<file path="config.mk">
export PLATFORM = sky130hd
export DESIGN_NAME = mem_data_access_flat
export DESIGN_NICKNAME = d
export VERILOG_FILES = /design/src/rtl/mem_data_access_pkg.sv /design/src/rtl/mem_data_access_if.sv /design/src/rtl/mem_data_access_load_align.sv /design/src/rtl/mem_data_access.sv /design/src/flat_wrapper.sv
export SDC_FILE = /design/constraint.sdc
export NUM_CORES = 1
export LEC_CHECK = 0
export ABC_AREA = 0
export CAP_MARGIN = 0
export CORE_ASPECT_RATIO = 1.25
export CORE_MARGIN = 2
export CORE_UTILIZATION = 25
export CTS_CLUSTER_DIAMETER = 200
export DETAILED_ROUTE_END_ITERATION = 7
export GPL_TIMING_DRIVEN = 0
export PLACE_DENSITY_LB_ADDON = 0.05
export SETUP_SLACK_MARGIN = 0.02
export SLEW_MARGIN = 15
export SYNTH_ARGS = -nofsm -noshare
export SYNTH_HDL_FRONTEND = slang
export SYNTH_HIERARCHICAL = 1
export SYNTH_SLANG_ARGS = --single-unit
</file>
<file path="constraint.sdc">
create_clock -name clk_i -period 2.95 [get_ports clk_i]
set_input_delay 0.59 -clock clk_i [delete_from_list [all_inputs] [get_ports clk_i]]
set_output_delay 0.59 -clock clk_i [all_outputs]
set_load 0.05 [all_outputs]
</file>
<file path="src/rtl/mem_data_access_pkg.sv">
// Shared types and helpers for the MEM-stage data-memory access unit.
// Op decode, alignment rules and store lane replication live here.
package mem_access_pkg;

    // Nine op codes need four bits, so the op field is one bit wider than three.
    typedef enum logic [3:0] {
        MEM_NOP = 4'd0,
        LB,
        LBU,
        LH,
        LHU,
        LW,
        SB,
        SH,
        SW
    } mem_op_t;

    typedef enum logic [1:0] {
        IDLE,
        REQ,
        WAIT,
        DONE
    } mem_state_t;

    localparam logic [1:0] SZ_B = 2'd0;
    localparam logic [1:0] SZ_H = 2'd1;
    localparam logic [1:0] SZ_W = 2'd2;

    function automatic logic is_load(input mem_op_t op);
        return (op == LB) || (op == LBU) || (op == LH) || (op == LHU) || (op == LW);
    endfunction

    function automatic logic is_store(input mem_op_t op);
        return (op == SB) || (op == SH) || (op == SW);
    endfunction

    function automatic logic [1:0] op_size(input mem_op_t op);
        case (op)
            LH, LHU, SH: return SZ_H;
            LW, SW:      return SZ_W;
            default:     return SZ_B;
        endcase
    endfunction

    function automatic logic op_aligned(input mem_op_t op, input logic [1:0] addr_lo);
        case (op)
            LH, LHU, SH: return ~addr_lo[0];
            LW, SW:      return (addr_lo == 2'b00);
            default:     return 1'b1;
        endcase
    endfunction

    // Replicate the store source across every lane the access size can hit.
    function automatic logic [31:0] store_data(input mem_op_t op, input logic [31:0] wdata);
        case (op)
            SB:      return {4{wdata[7:0]}};
            SH:      return {2{wdata[15:0]}};
            SW:      return wdata;
            default: return '0;
        endcase
    endfunction

endpackage

</file>
<file path="src/rtl/mem_data_access_if.sv">
// SRAM-like data bus with req / addr_ok / data_ok handshake.
interface mem_data_access_if #(
    parameter int ADDR_W = 32,
    parameter int DATA_W = 32
);
    logic              data_req;
    logic              data_wr;
    logic [1:0]        data_size;
    logic [ADDR_W-1:0] data_addr;
    logic [DATA_W-1:0] data_wdata;
    logic              data_addr_ok;
    logic              data_data_ok;
    logic [DATA_W-1:0] data_rdata;

    modport master (
        output data_req, data_wr, data_size, data_addr, data_wdata,
        input  data_addr_ok, data_data_ok, data_rdata
    );

    modport slave (
        input  data_req, data_wr, data_size, data_addr, data_wdata,
        output data_addr_ok, data_data_ok, data_rdata
    );
endinterface

</file>
<file path="src/rtl/mem_data_access_load_align.sv">
// Little-endian load lane select with sign or zero extension.
module mem_load_align
    import mem_access_pkg::*;
(
    input  mem_op_t     op_i,
    input  logic [1:0]  addr_lo_i,
    input  logic [31:0] rdata_i,
    output logic [31:0] data_o
);
    logic [7:0]  byte_v;
    logic [15:0] half_v;

    always_comb begin
        case (addr_lo_i)
            2'd0:    byte_v = rdata_i[7:0];
            2'd1:    byte_v = rdata_i[15:8];
            2'd2:    byte_v = rdata_i[23:16];
            default: byte_v = rdata_i[31:24];
        endcase
        half_v = addr_lo_i[1] ? rdata_i[31:16] : rdata_i[15:0];

        case (op_i)
            LB:      data_o = {{24{byte_v[7]}}, byte_v};
            LBU:     data_o = {24'd0, byte_v};
            LH:      data_o = {{16{half_v[15]}}, half_v};
            LHU:     data_o = {16'd0, half_v};
            LW:      data_o = rdata_i;
            default: data_o = '0;
        endcase
    end
endmodule

</file>
<file path="src/rtl/mem_data_access.sv">
// MEM-stage data-memory access: alignment check, bus handshake FSM,
// pipeline stall request and extended load result.
module mem_data_access
    import mem_access_pkg::*;
#(
    parameter int ADDR_W = 32,
    parameter int DATA_W = 32
) (
    input  logic                 clk_i,
    input  logic                 rst_n_i,
    input  logic                 mem_valid_i,
    input  mem_op_t              mem_op_i,
    input  logic [31:0]          mem_addr_i,
    input  logic [31:0]          mem_wdata_i,
    input  logic                 mem_excp_i,
    input  logic                 flush_i,
    output logic                 stall_req_o,
    output logic [31:0]          load_data_o,
    output logic                 load_valid_o,
    output logic                 adel_o,
    output logic                 ades_o,
    mem_data_access_if.master    bus
);
    mem_state_t        state_q;
    mem_op_t           op_q;
    logic [ADDR_W-1:0] addr_q;
    logic [DATA_W-1:0] wdata_q;
    logic [1:0]        size_q;
    logic              cancel_q;
    logic [31:0]       result_q;

    logic        live;
    logic        aligned;
    logic        idle;
    logic        start;
    logic [31:0] ext_rdata;

    // Gating with rst_n_i keeps the combinational outputs at 0 during reset.
    assign live    = rst_n_i & mem_valid_i & ~mem_excp_i & ~flush_i;
    assign aligned = op_aligned(mem_op_i, mem_addr_i[1:0]);
    assign idle    = (state_q == IDLE);
    assign start   = idle & live & aligned & (is_load(mem_op_i) | is_store(mem_op_i));

    mem_load_align u_align (
        .op_i      (op_q),
        .addr_lo_i (addr_q[1:0]),
        .rdata_i   (bus.data_rdata),
        .data_o    (ext_rdata)
    );

    always_ff @(posedge clk_i or negedge rst_n_i) begin
        if (!rst_n_i) begin
            state_q  <= IDLE;
            op_q     <= MEM_NOP;
            addr_q   <= '0;
            wdata_q  <= '0;
            size_q   <= SZ_B;
            cancel_q <= 1'b0;
            result_q <= '0;
        end else begin
            case (state_q)
                IDLE: begin
                    if (start) begin
                        op_q    <= mem_op_i;
                        addr_q  <= mem_addr_i[ADDR_W-1:0];
                        wdata_q <= store_data(mem_op_i, mem_wdata_i);
                        size_q  <= op_size(mem_op_i);
                        state_q <= REQ;
                    end
                end
                // An issued request is never withdrawn; a flush only marks it cancelled.
                REQ: begin
                    if (flush_i) cancel_q <= 1'b1;
                    if (bus.data_addr_ok && bus.data_data_ok) begin
                        if (is_load(op_q)) result_q <= ext_rdata;
                        state_q <= DONE;
                    end else if (bus.data_addr_ok) begin
                        state_q <= WAIT;
                    end
                end
                WAIT: begin
                    if (flush_i) cancel_q <= 1'b1;
                    if (bus.data_data_ok) begin
                        if (is_load(op_q)) result_q <= ext_rdata;
                        state_q <= DONE;
                    end
                end
                default: begin
                    cancel_q <= 1'b0;
                    state_q  <= IDLE;
                end
            endcase
        end
    end

    assign bus.data_req   = (state_q == REQ);
    assign bus.data_wr    = is_store(op_q);
    assign bus.data_size  = size_q;
    assign bus.data_addr  = addr_q;
    assign bus.data_wdata = wdata_q;

    assign stall_req_o  = start | (state_q == REQ) | (state_q == WAIT);
    assign adel_o       = idle & live & is_load(mem_op_i) & ~aligned;
    assign ades_o       = idle & live & is_store(mem_op_i) & ~aligned;
    assign load_valid_o = (state_q == DONE) & is_load(op_q) & ~cancel_q & ~flush_i;
    assign load_data_o  = result_q;
endmodule
</file>
<file path="src/flat_wrapper.sv">
// flat-port wrapper written by rule: the top's interface ports become plain ports
module mem_data_access_flat import mem_access_pkg::*;
#(
    parameter int ADDR_W = 32,
    parameter int DATA_W = 32
)
  (clk_i, rst_n_i, mem_valid_i, mem_op_i, mem_addr_i, mem_wdata_i, mem_excp_i, flush_i, stall_req_o, load_data_o, load_valid_o, adel_o, ades_o, bus_data_req, bus_data_wr, bus_data_size, bus_data_addr, bus_data_wdata, bus_data_addr_ok, bus_data_data_ok, bus_data_rdata);
  mem_data_access_if #(.ADDR_W(ADDR_W), .DATA_W(DATA_W)) bus_i ();
  input  logic clk_i;
  input  logic rst_n_i;
  input  logic mem_valid_i;
  input  mem_op_t mem_op_i;
  input  logic [31:0] mem_addr_i;
  input  logic [31:0] mem_wdata_i;
  input  logic mem_excp_i;
  input  logic flush_i;
  output logic stall_req_o;
  output logic [31:0] load_data_o;
  output logic load_valid_o;
  output logic adel_o;
  output logic ades_o;
  output wire logic [$bits(bus_i.data_req)-1:0] bus_data_req;
  output wire logic [$bits(bus_i.data_wr)-1:0] bus_data_wr;
  output wire logic [$bits(bus_i.data_size)-1:0] bus_data_size;
  output wire logic [$bits(bus_i.data_addr)-1:0] bus_data_addr;
  output wire logic [$bits(bus_i.data_wdata)-1:0] bus_data_wdata;
  input wire logic [$bits(bus_i.data_addr_ok)-1:0] bus_data_addr_ok;
  input wire logic [$bits(bus_i.data_data_ok)-1:0] bus_data_data_ok;
  input wire logic [$bits(bus_i.data_rdata)-1:0] bus_data_rdata;
  assign bus_data_req = bus_i.data_req;
  assign bus_data_wr = bus_i.data_wr;
  assign bus_data_size = bus_i.data_size;
  assign bus_data_addr = bus_i.data_addr;
  assign bus_data_wdata = bus_i.data_wdata;
  assign bus_i.data_addr_ok = bus_data_addr_ok;
  assign bus_i.data_data_ok = bus_data_data_ok;
  assign bus_i.data_rdata = bus_data_rdata;
  mem_data_access #(.ADDR_W(ADDR_W), .DATA_W(DATA_W)) u_core (.clk_i(clk_i), .rst_n_i(rst_n_i), .mem_valid_i(mem_valid_i), .mem_op_i(mem_op_i), .mem_addr_i(mem_addr_i), .mem_wdata_i(mem_wdata_i), .mem_excp_i(mem_excp_i), .flush_i(flush_i), .stall_req_o(stall_req_o), .load_data_o(load_data_o), .load_valid_o(load_valid_o), .adel_o(adel_o), .ades_o(ades_o), .bus(bus_i));
endmodule
</file>
==> results of run 1 <==
[synthesized netlist by cell type (all sizes together) (4+ instances only)]
master	instances	area, um2
dfrtp	105	2630
nand2	91	367
mux2	72	811
o21ai	36	180
buf	25	190
mux2i	22	220
a22oi	17	128
nor2	17	63.8
a21oi	13	65.1
nor2b	9	63.8
clkbuf	8	30.0
o221ai	8	87.6
a211o	6	52.6
inv	6	22.5
ha	5	62.6
and3	4	30.0
[flip-flops by register name (all words and copies together), names as in the netlist]
| name | count |
|---|---|
| u_core/state_q | 2 |
| u_core/bus.data_wdata | 32 |
| u_core/load_data_o | 32 |
| u_core/bus.data_addr | 32 |
| u_core/cancel_q | 1 |
| u_core/op_q | 4 |
| u_core/bus.data_size | 2 |
[routing by layer]
metal	vias up	GRT usage, %	part of all wire (%)	wire length [um]
li1	2138	-	-	-
met2	163	27.4	51	8940
met1	2209	18.9	40	7020
met5	-	0	0	0
met3	12	3.66	7.0	1220
met4	0	4.94	1.6	277
[logic make-up (layout without fill, tap and decap cells)]
group / after synthesis / count (layout) / share of synthesized area [%]
AND/OR/NAND/NOR: 139 / 139 / 13.0
flip-flops: 105 / 105 / 49.2
multiplexers: 95 / 95 / 19.7
AO/OA/AOI/OAI: 93 / 93 / 12.1
buffers and inverters: 39 / 262 / 4.54
adder cells (fa/ha/maj): 5 / 5 / 1.17
XOR/XNOR: 2 / 2 / 0.328
[report_power, final]
part           switching, mW  internal (mW)  total [mW]
clock                  0.561          0.741        1.30
sequential             0.290           1.89        2.18
combinational           2.53           1.57        4.10
[worst max-delay path: stages]
cell and delay, ns:
dlygate4sd2_1 0.32, a21oi_1 0.07, or4b_4 0.51, nand2_1 0.11
nand2_1 0.09, a2111oi_4 0.30, buf_6 0.21
[through the flow]
stage | TNS [ns] | hold slack (ns)
CTS | 0 | 0.129
finish | 0 | 0.121
global placement | -583.42 | 0.466
floorplan | 0 | 0.294
global route | 0 | 0.140
detailed placement | -2.42 | 0.468
[timing repair]
action	CTS	global route
endpoints found under the setup margin	5	2
buffers inserted	3	0
gates resized for setup	21	3
[layout make-up]
class | instances | area share, %
plain buffers | 31 | 2.57
clock buffers | 10 | 2.82
clock inverters | 5 | 1.00
inverters | 6 | 0.277
multi-input cells | 334 | 30.8
flip-flops and latches | 105 | 32.3
well taps | 274 | 4.22
repair buffers | 210 | 25.9
[worst paths after layout]
kind,to,slack [ns],from
worst max-delay path,adel_o,0.16,mem_addr_i[0]
max in group asynchronous,u_core/bus.data_wdata[4]$_DFFE_PN0P_,2.15,rst_n_i
worst min register to register,u_core/bus.data_size[1]$_DFFE_PN0P_,0.48,u_core/bus.data_size[1]$_DFFE_PN0P_
worst min-delay path,u_core/bus.data_addr[7]$_DFFE_PN0P_,0.12,rst_n_i
worst max register to register,u_core/load_data_o[18]$_DFFE_PN0P_,0.61,u_core/op_q[2]$_DFFE_PN0P_
min in group clk_i,u_core/bus.data_size[1]$_DFFE_PN0P_,0.48,u_core/bus.data_size[1]$_DFFE_PN0P_
==> results.md, run 1 <==
* Outcome: completed
* Routed vias/inst at 4.64
* YS warnings at 6
* Clk root buf: clkbuf_16
* Mapped cell area at 5340 um2
* Required @ worst endpoint at 2.36 ns
* Register bit total from synthesis at 105
* Clk_lat worst skew at 0.35 ns
* Overall Power at 7.58 mW
* Routed via count at 4,522
* Share of the cycle needed by the critical path after routing at 94.5%
* Most used flip-flop cell after synthesis: dfrtp_1
* Async set-reset flop share out of synthesis at 100%
* Post-synth EDFFs at 0
* Critical path fanouts, max at 4
* Inserted Clock Buffers at 9
* # DRC at 0
* Pwr Density at 933 nW/um2
* Most frequent cells in the layout: 198 x clkdlybuf4s50_1, 105 x dfrtp_1, 81 x nand2_1, 68 x mux2_2, 35 x o21ai_0
* DR pass1 iterations at 5
* Area Overhead vs Synth at 52.1%
* FF/Latch Area at 2630 um2
* Core area at 20,900 um2
* Crit Path Class: primary input to output port
* DP Area at 7790 um2
* Netlist cell types at 54
* Antenna viol nets, final at 0
* Final Worst Setup Slack at 0.163 ns
* Fill cells at 2,059
* Sequential area share after synthesis at 49.2%
* Worst r2r path cells at 6
* Worst-path clk slew at 0.07 ns
* Clk_skew at 0.00723 ns
* HPWL Detailed at 13.4 mm
* Leakage at 3.54 nW
* Worst hold path class: primary input to asynchronous set/reset pin
* Cells after synthesis at 478
* Die height at 167 um
* DP Worst Slack at -0.835 ns
* Cell row count at 59
* Final Net Count at 809
* Hold_buf cts at 0
* Mean post-synth cell area at 11.2 um2
* CTS max path bufs at 2
* RSZ-0062 raised after global routing: false
* 1st-iter DRT viols at 139
* Post-placement cell count at 959
* Vias in the first global route at 4,767
* Post-route cell area at 8130 um2
* Peak supply drop at 0.501 mV
* Starting density of the core at 25.6%
* Aggregate global-route resource usage at 15.7%
* Final hold viol count at 0
* Syn_nets at 590
* Initial antenna violation count at 0
* # setup viols final at 0
* Largest net degree at the start of global routing at 72
* Antenna diodes at 0
* Wire per inst at 17.9 um
* DRT Wirelength at 17.5 mm
* Share of layout cells above drive strength 1 at 19.7%
* Final core area utilization at 38.9%
* Final Max Tran Viols at 0
* Crit path DAT at 2.20 ns
* Multi-input gate area at 2500 um2
* GP Congestion at 0.793
* Worst setup SP type: primary input
* Post-route minimum period at 2.79 ns
* Slew HR at 61.4%
* CTS sink cnt at 105
* Grt total ovfl at 0
* Max-cap viol count at 0
* Global-route wire length before repair at 27.3 mm
* Worst slew pin tran at 0.579 ns
* CTS tree: done
* Die ar. at 22,600 um2
* Endpoint kind of the worst setup timing path: output port
* Ports at 211
* Fin cells at 975
* Most common cell after layout, fill and taps aside: clkdlybuf4s50_1
* H-tree depth at 3
* Die width at 135 um
* Port buffer count at 206
* F_max at 0.359 GHz
(Power assumes the default switching activity.)
==> run 2, diff against run 1 <==
CORE_UTILIZATION = 41   (was 25)
==> run 2 against run 1 <==
Final area decreased by 1.8%. Sequential power barely moved. Register-to-register slack better by 0.06 ns. Global-route usage increased by 6.4 points. Final cell count fell by 11%. Hold slack improved by 0.012 ns. Core utilization increased by 24 points. Non-clock buffer count stayed put. Sequential share of layout area is 0.59 points higher. Clock skew decreased by 0.0022 ns. First-iteration DRC count grew 6.5%. Via count is essentially flat. Critical endpoint unchanged.
==> results.md, run 2 (synthesis results as in run 1) <==
* Outcome: completed
* P_sw at 3.32 mW
* F_max at 0.362 GHz
* H-tree depth at 3
* Worst r2r path cells at 8
* Endpoint kind of the worst setup timing path: output port
* Port buffer count at 206
* Most frequent cells in the layout: 198 x clkdlybuf4s50_1, 105 x dfrtp_1, 81 x nand2_1, 68 x mux2_2, 35 x o21ai_0
* Aggregate global-route resource usage at 22.0%
* Overall Power at 7.44 mW
* Clk pwr share at 16.4%
* DP Area at 7660 um2
* Crit Path Class: primary input to output port
* Largest net degree at the start of global routing at 71
* Cell row count at 46
* Worst setup SP type: primary input
* Routed vias/inst at 5.19
* Max-cap viol count at 0
* Peak supply drop at 0.571 mV
* Switching part of the total at 44.6%
* Reg2reg start: u_core/state_q[0]$_DFFE_PN0P_
* Clk_lat worst skew at 0.34 ns
* Final hold slack at 0.133 ns
* Final Max Tran Viols at 0
* Share of power burned in registers at 29.1%
* Final hold viol count at 0
* CTS sink cnt at 105
* Vias in the first global route at 4,791
* Worst flop-to-flop path endpoint: u_core/state_q[0]$_DFFE_PN0P_
* Clk_skew at 0.00500 ns
* Fill cells at 1,065
* Antenna viol nets, final at 0
* FF/Latch Area at 2630 um2
* Inserted Clock Buffers at 9
* Area Overhead vs Synth at 49.3%
* Gate power share at 54.5%
* Worst slew pin tran at 0.566 ns
* Wire per inst at 17.4 um
* RSZ-0062 raised after global routing: false
* Die height at 132 um
* Post-route minimum period at 2.76 ns
* R2R setup slack at 0.67 ns
* Global-route wire length before repair at 24.4 mm
* Required @ worst endpoint at 2.36 ns
* HPWL Detailed at 11.6 mm
* Final core area utilization at 62.7%
* 1st-iter DRT viols at 148
* Starting density of the core at 42.0%
* Power Internal at 4.12 mW
* Most common cell after layout, fill and taps aside: clkdlybuf4s50_1
* CTS max path bufs at 2
* Pwr Density at 932 nW/um2
* CTS tree: done
* Share of the cycle needed by the critical path after routing at 93.7%
* Slew HR at 62.2%
* Ports at 211
* # setup viols final at 0
* Crit path DAT at 2.17 ns
* Core area at 12,700 um2
* Grt total ovfl at 0
* Clk root buf: clkbuf_16
* # DRC at 0
* Worst hold path class: primary input to asynchronous set/reset pin
* Die ar. at 14,000 um2
* Critical path fanouts, max at 4
* Initial antenna violation count at 2
* Leakage at 3.56 nW
* Final Net Count at 809
* GP Congestion at 0.846
* Post-route cell area at 7980 um2
* DRT Wirelength at 15.2 mm
* DR pass1 iterations at 5
* Die width at 106 um
* Routed via count at 4,523
* Share of layout cells above drive strength 1 at 19.8%
* Worst-path clk slew at 0.07 ns
* Multi-input gate area at 2500 um2
* Final setup TNS at 0 ns
run 2: cell types whose count changed in the layout (fill, tap and decap cells not counted), sizes merged:
| cell | change |
|---|---|
| buf | +2 |
| clkinv | +1 |
| dlymetal6s2s | +2 |
| clkdlybuf4s15 | -1 |
| dlygate4sd2 | -2 |
| inv | +2 |
| diode | +1 |
| clkbuf | -2 |
| bufinv | -1 |
run 2: worst max-delay path, stage by stage:
cell           delay [ns]
dlygate4sd2_1        0.30
a21oi_1              0.07
or4b_4               0.51
nand2_1              0.10
nand2_1              0.09
a2111oi_4            0.30
buf_6                0.21
run 2: per-stage QoR:
stage	setup WS [ns]	instances
2_1_floorplan	0.136	478
3_3_place_gp	-4.52	852
3_5_place_dp	-0.764	853
4_1_cts	0.0281	870
5_1_grt	0.0499	871
6_report	0.187	871
run 2: final cells by class:
| class | count | area share [%] |
|---|---|---|
| sequential | 105 | 32.9 |
| multi-input combinational | 334 | 31.3 |
| timing repair buffer | 210 | 26.4 |
| clock buffer | 9 | 2.82 |
| tap | 168 | 2.63 |
| buffer | 31 | 2.62 |
| clock inverter | 7 | 0.972 |
| inverter | 6 | 0.282 |
| antenna | 1 | 0.0314 |
run 2: worst max path at each step:
stage                             startpoint  cells after the start          end  slack [ns]
2_1_floorplan                    mem_op_i[0]                      6       adel_o        0.14
3_3_place_gp                         rst_n_i                      8  stall_req_o       -4.52
3_5_place_dp                   mem_addr_i[0]                      7       adel_o       -0.76
4_1_cts                        mem_addr_i[1]                      6       ades_o        0.03
5_1_grt        u_core/state_q[0]$_DFFE_PN0P_                      8  stall_req_o        0.05
6_report                       mem_addr_i[0]                      7       adel_o        0.19
run 2: timing repair:
item / CTS / global route
buffers inserted: 3 / 0
hold buffers: 0 / 0
pin swaps: 1 / 1
endpoints found under the hold margin: 0 / 0
resized for setup: 18 / 5
setup endpoints to repair: 4 / 4
run 2: power groups by stage:
stage / Combinational (mW) / Clock (mW) / Sequential [mW]
6_report: 4.06 / 1.22 / 2.16
3_3_place_gp: 4.04 / 0 / 2.17
2_1_floorplan: 1.29 / 0 / 3.58
5_1_grt: 4.25 / 1.33 / 2.24
4_1_cts: 4.09 / 1.26 / 2.17
3_5_place_dp: 4.09 / 0 / 2.20
run 2: routing by layer:
layer / GRT usage (%) / vias to the layer above / wire length (um)
li1: - / 2139 / -
met1: 25.7 / 2191 / 6030
met2: 37.6 / 164 / 7610
met3: 7.29 / 27 / 1160
met4: 7.89 / 2 / 347
met5: 0 / - / 13
==> run 3, diff against run 2 <==
CORE_ASPECT_RATIO = default   (was 1.25)
clock period = 3.3 ns   (was 2.95 ns; I/O delays follow)
==> run 3 against run 2 <==
Via count up 0.53%. Sequential share of layout area barely moved. Die area hardly changed. Global-route usage rose by 0.45 points. Largest power group unchanged. Critical path depth did not move. Core utilization rose by 0.26 points. Setup slack lost 0.050 ns. Highest routed layer is now met4. Final cell count rose by 0.46%. Register-to-register slack better by 0.31 ns. Final area is essentially flat. First-iteration DRC count is 84% higher.
==> results.md, run 3 (synthesis results as in run 1) <==
* # setup viols final at 0
* Endpoint kind of the worst setup timing path: output port
* Share of the cycle needed by the critical path after routing at 95.9%
* CTS tree: done
* Die width at 118 um
* Outcome: completed
* Final Max Tran Viols at 0
* CTS sink cnt at 105
* Vias in the first global route at 4,768
* Final Net Count at 810
* Clk root buf: clkbuf_16
* Share of layout cells above drive strength 1 at 19.8%
* Clk_skew at 0.00840 ns
* 1st-iter DRT viols at 272
* Inserted Clock Buffers at 9
* Initial antenna violation count at 0
* F_max at 0.316 GHz
* Max-cap viol count at 0
* Largest net degree at the start of global routing at 40
* Area Overhead vs Synth at 49.4%
* Final hold slack at 0.186 ns
* Final setup TNS at 0 ns
* Antenna viol nets, final at 0
* RSZ-0062 raised after global routing: false
* Crit path DAT at 2.50 ns
* P_sw at 2.98 mW
* Routed vias/inst at 5.20
* Worst slew pin tran at 0.581 ns
* Slowest-stage cell, CP: clkdlybuf4s50_1
* Worst setup SP type: primary input
* Worst r2r path cells at 8
* Crit Path Class: primary input to output port
* Wire per inst at 17.6 um
* Clk_lat worst skew at 0.35 ns
* Ports at 211
* Slew HR at 61.3%
* DR pass1 iterations at 5
* Fill cells at 1,131
* Gate power share at 55.4%
* Worst path cell trace: clkdlybuf4s50_1, a21oi_1, or4b_4, nand2_1, nand2_1, a2111oi_4, buf_6
* Post-placement cell count at 857
* Power Internal at 3.61 mW
* Grt total ovfl at 0
* H-tree depth at 3
* Global-route wire length before repair at 25.0 mm
* Peak supply drop at 0.516 mV
* Crit path largest cell delay at 0.52 ns
* Critical path fanouts, max at 3
* Leakage at 3.53 nW
* Starting density of the core at 42.2%
* DRT Wirelength at 15.4 mm
* Pwr Density at 826 nW/um2
* Port buffer count at 206
* Worst flop-to-flop path endpoint: u_core/state_q[1]$_DFFE_PN0P_
* Fin cells at 875
* GP Congestion at 0.858
* # DRC at 0
* Clk pwr share at 15.2%
* Worst hold path class: primary input to asynchronous set/reset pin
* Most common cell after layout, fill and taps aside: clkdlybuf4s50_1
* Most frequent cells in the layout: 201 x clkdlybuf4s50_1, 105 x dfrtp_1, 81 x nand2_1, 68 x mux2_2, 35 x o21ai_0
* Switching part of the total at 45.2%
* Final hold viol count at 0
* Reg2reg start: u_core/state_q[0]$_DFFE_PN0P_
* Post-route minimum period at 3.16 ns
* HPWL Detailed at 11.6 mm
* Routed via count at 4,547
* Antenna diodes at 0
* Worst-path clk slew at 0.07 ns
* Cell row count at 41
* Die height at 118 um
* Share of power burned in registers at 29.5%
* CTS max path bufs at 2
* R2R setup slack at 0.98 ns
* Die ar. at 14,000 um2
* Required @ worst endpoint at 2.64 ns
* Most used cell, CP: nand2_1
* Aggregate global-route resource usage at 22.5%
* Core area at 12,700 um2
## run 3: cell types whose count changed in the layout (fill, tap and decap cells not counted), sizes merged
| cell | before | now |
|---|---|---|
| bufinv | 1 | 0 |
| inv | 8 | 6 |
| buf | 32 | 31 |
| clkdlybuf4s50 | 198 | 201 |
| dlygate4sd2 | 2 | 1 |
| diode | 1 | 0 |
| clkbuf | 16 | 18 |
| dlymetal6s2s | 2 | 0 |
| bufbuf | 0 | 1 |
| clkinvlp | 1 | 3 |
## run 3: area by class of cell
class	instances	area [um2]	share of cell area [%]
Sequential cell	105	2630	32.9
Multi-Input combinational cell	334	2500	31.3
Timing Repair Buffer	210	2130	26.7
Clock buffer	10	229	2.87
Buffer	32	216	2.71
Tap cell	172	215	2.70
Clock inverter	6	45.0	0.564
Inverter	6	22.5	0.282
## run 3: power by group through the flow
stage	registers (mW)	clock network [mW]	logic, mW
floorplan	3.20	0	1.16
global placement	1.94	0	3.61
detailed placement	1.97	0	3.65
CTS	1.95	1.03	3.66
global route	2.01	1.08	3.84
finish	1.94	0.998	3.65
## run 3: stage by stage
stage	instance area (um2)	worst slack, ns	total power, mW	util, %
finish	7980	0.137	6.59	63.0
global route	7980	0.0524	6.92	63.0
CTS	7980	0.0416	6.64	63.0
detailed placement	7670	-0.675	5.62	60.5
global placement	7640	-4.30	5.55	60.3
floorplan	5360	0.346	4.36	-
## run 3: timing repair
action / in CTS / in global routing
setup buffers: 2 / 0
setup endpoints to repair: 3 / 2
cloned: 1 / 0
gates resized for setup: 15 / 3
hold buffers: 0 / 0
## run 3: critical path, delay by kind of cell
kind,cells,cell delay [ns]
and+or+nand+nor,3,0.72
AOI/OAI and AO/OA,2,0.41
buffers and inverters,2,0.73
## run 3: layer usage
layer / track usage, % / part of all wire (%) / wire length, um
met4: 8.36 / 2.5 / 381
met2: 35.3 / 46 / 7110
met1: 29.3 / 43 / 6550
met5: 0 / 0 / 0
met3: 6.90 / 8.9 / 1360
## run 3: worst max-delay path by stage
stage,from,to,slack [ns],cells past startpoint
2_1_floorplan,mem_op_i[0],adel_o,0.35,6
3_3_place_gp,rst_n_i,stall_req_o,-4.30,8
3_5_place_dp,rst_n_i,stall_req_o,-0.67,9
4_1_cts,mem_addr_i[1],ades_o,0.04,6
5_1_grt,mem_addr_i[1],adel_o,0.05,7
6_report,mem_addr_i[1],adel_o,0.14,7
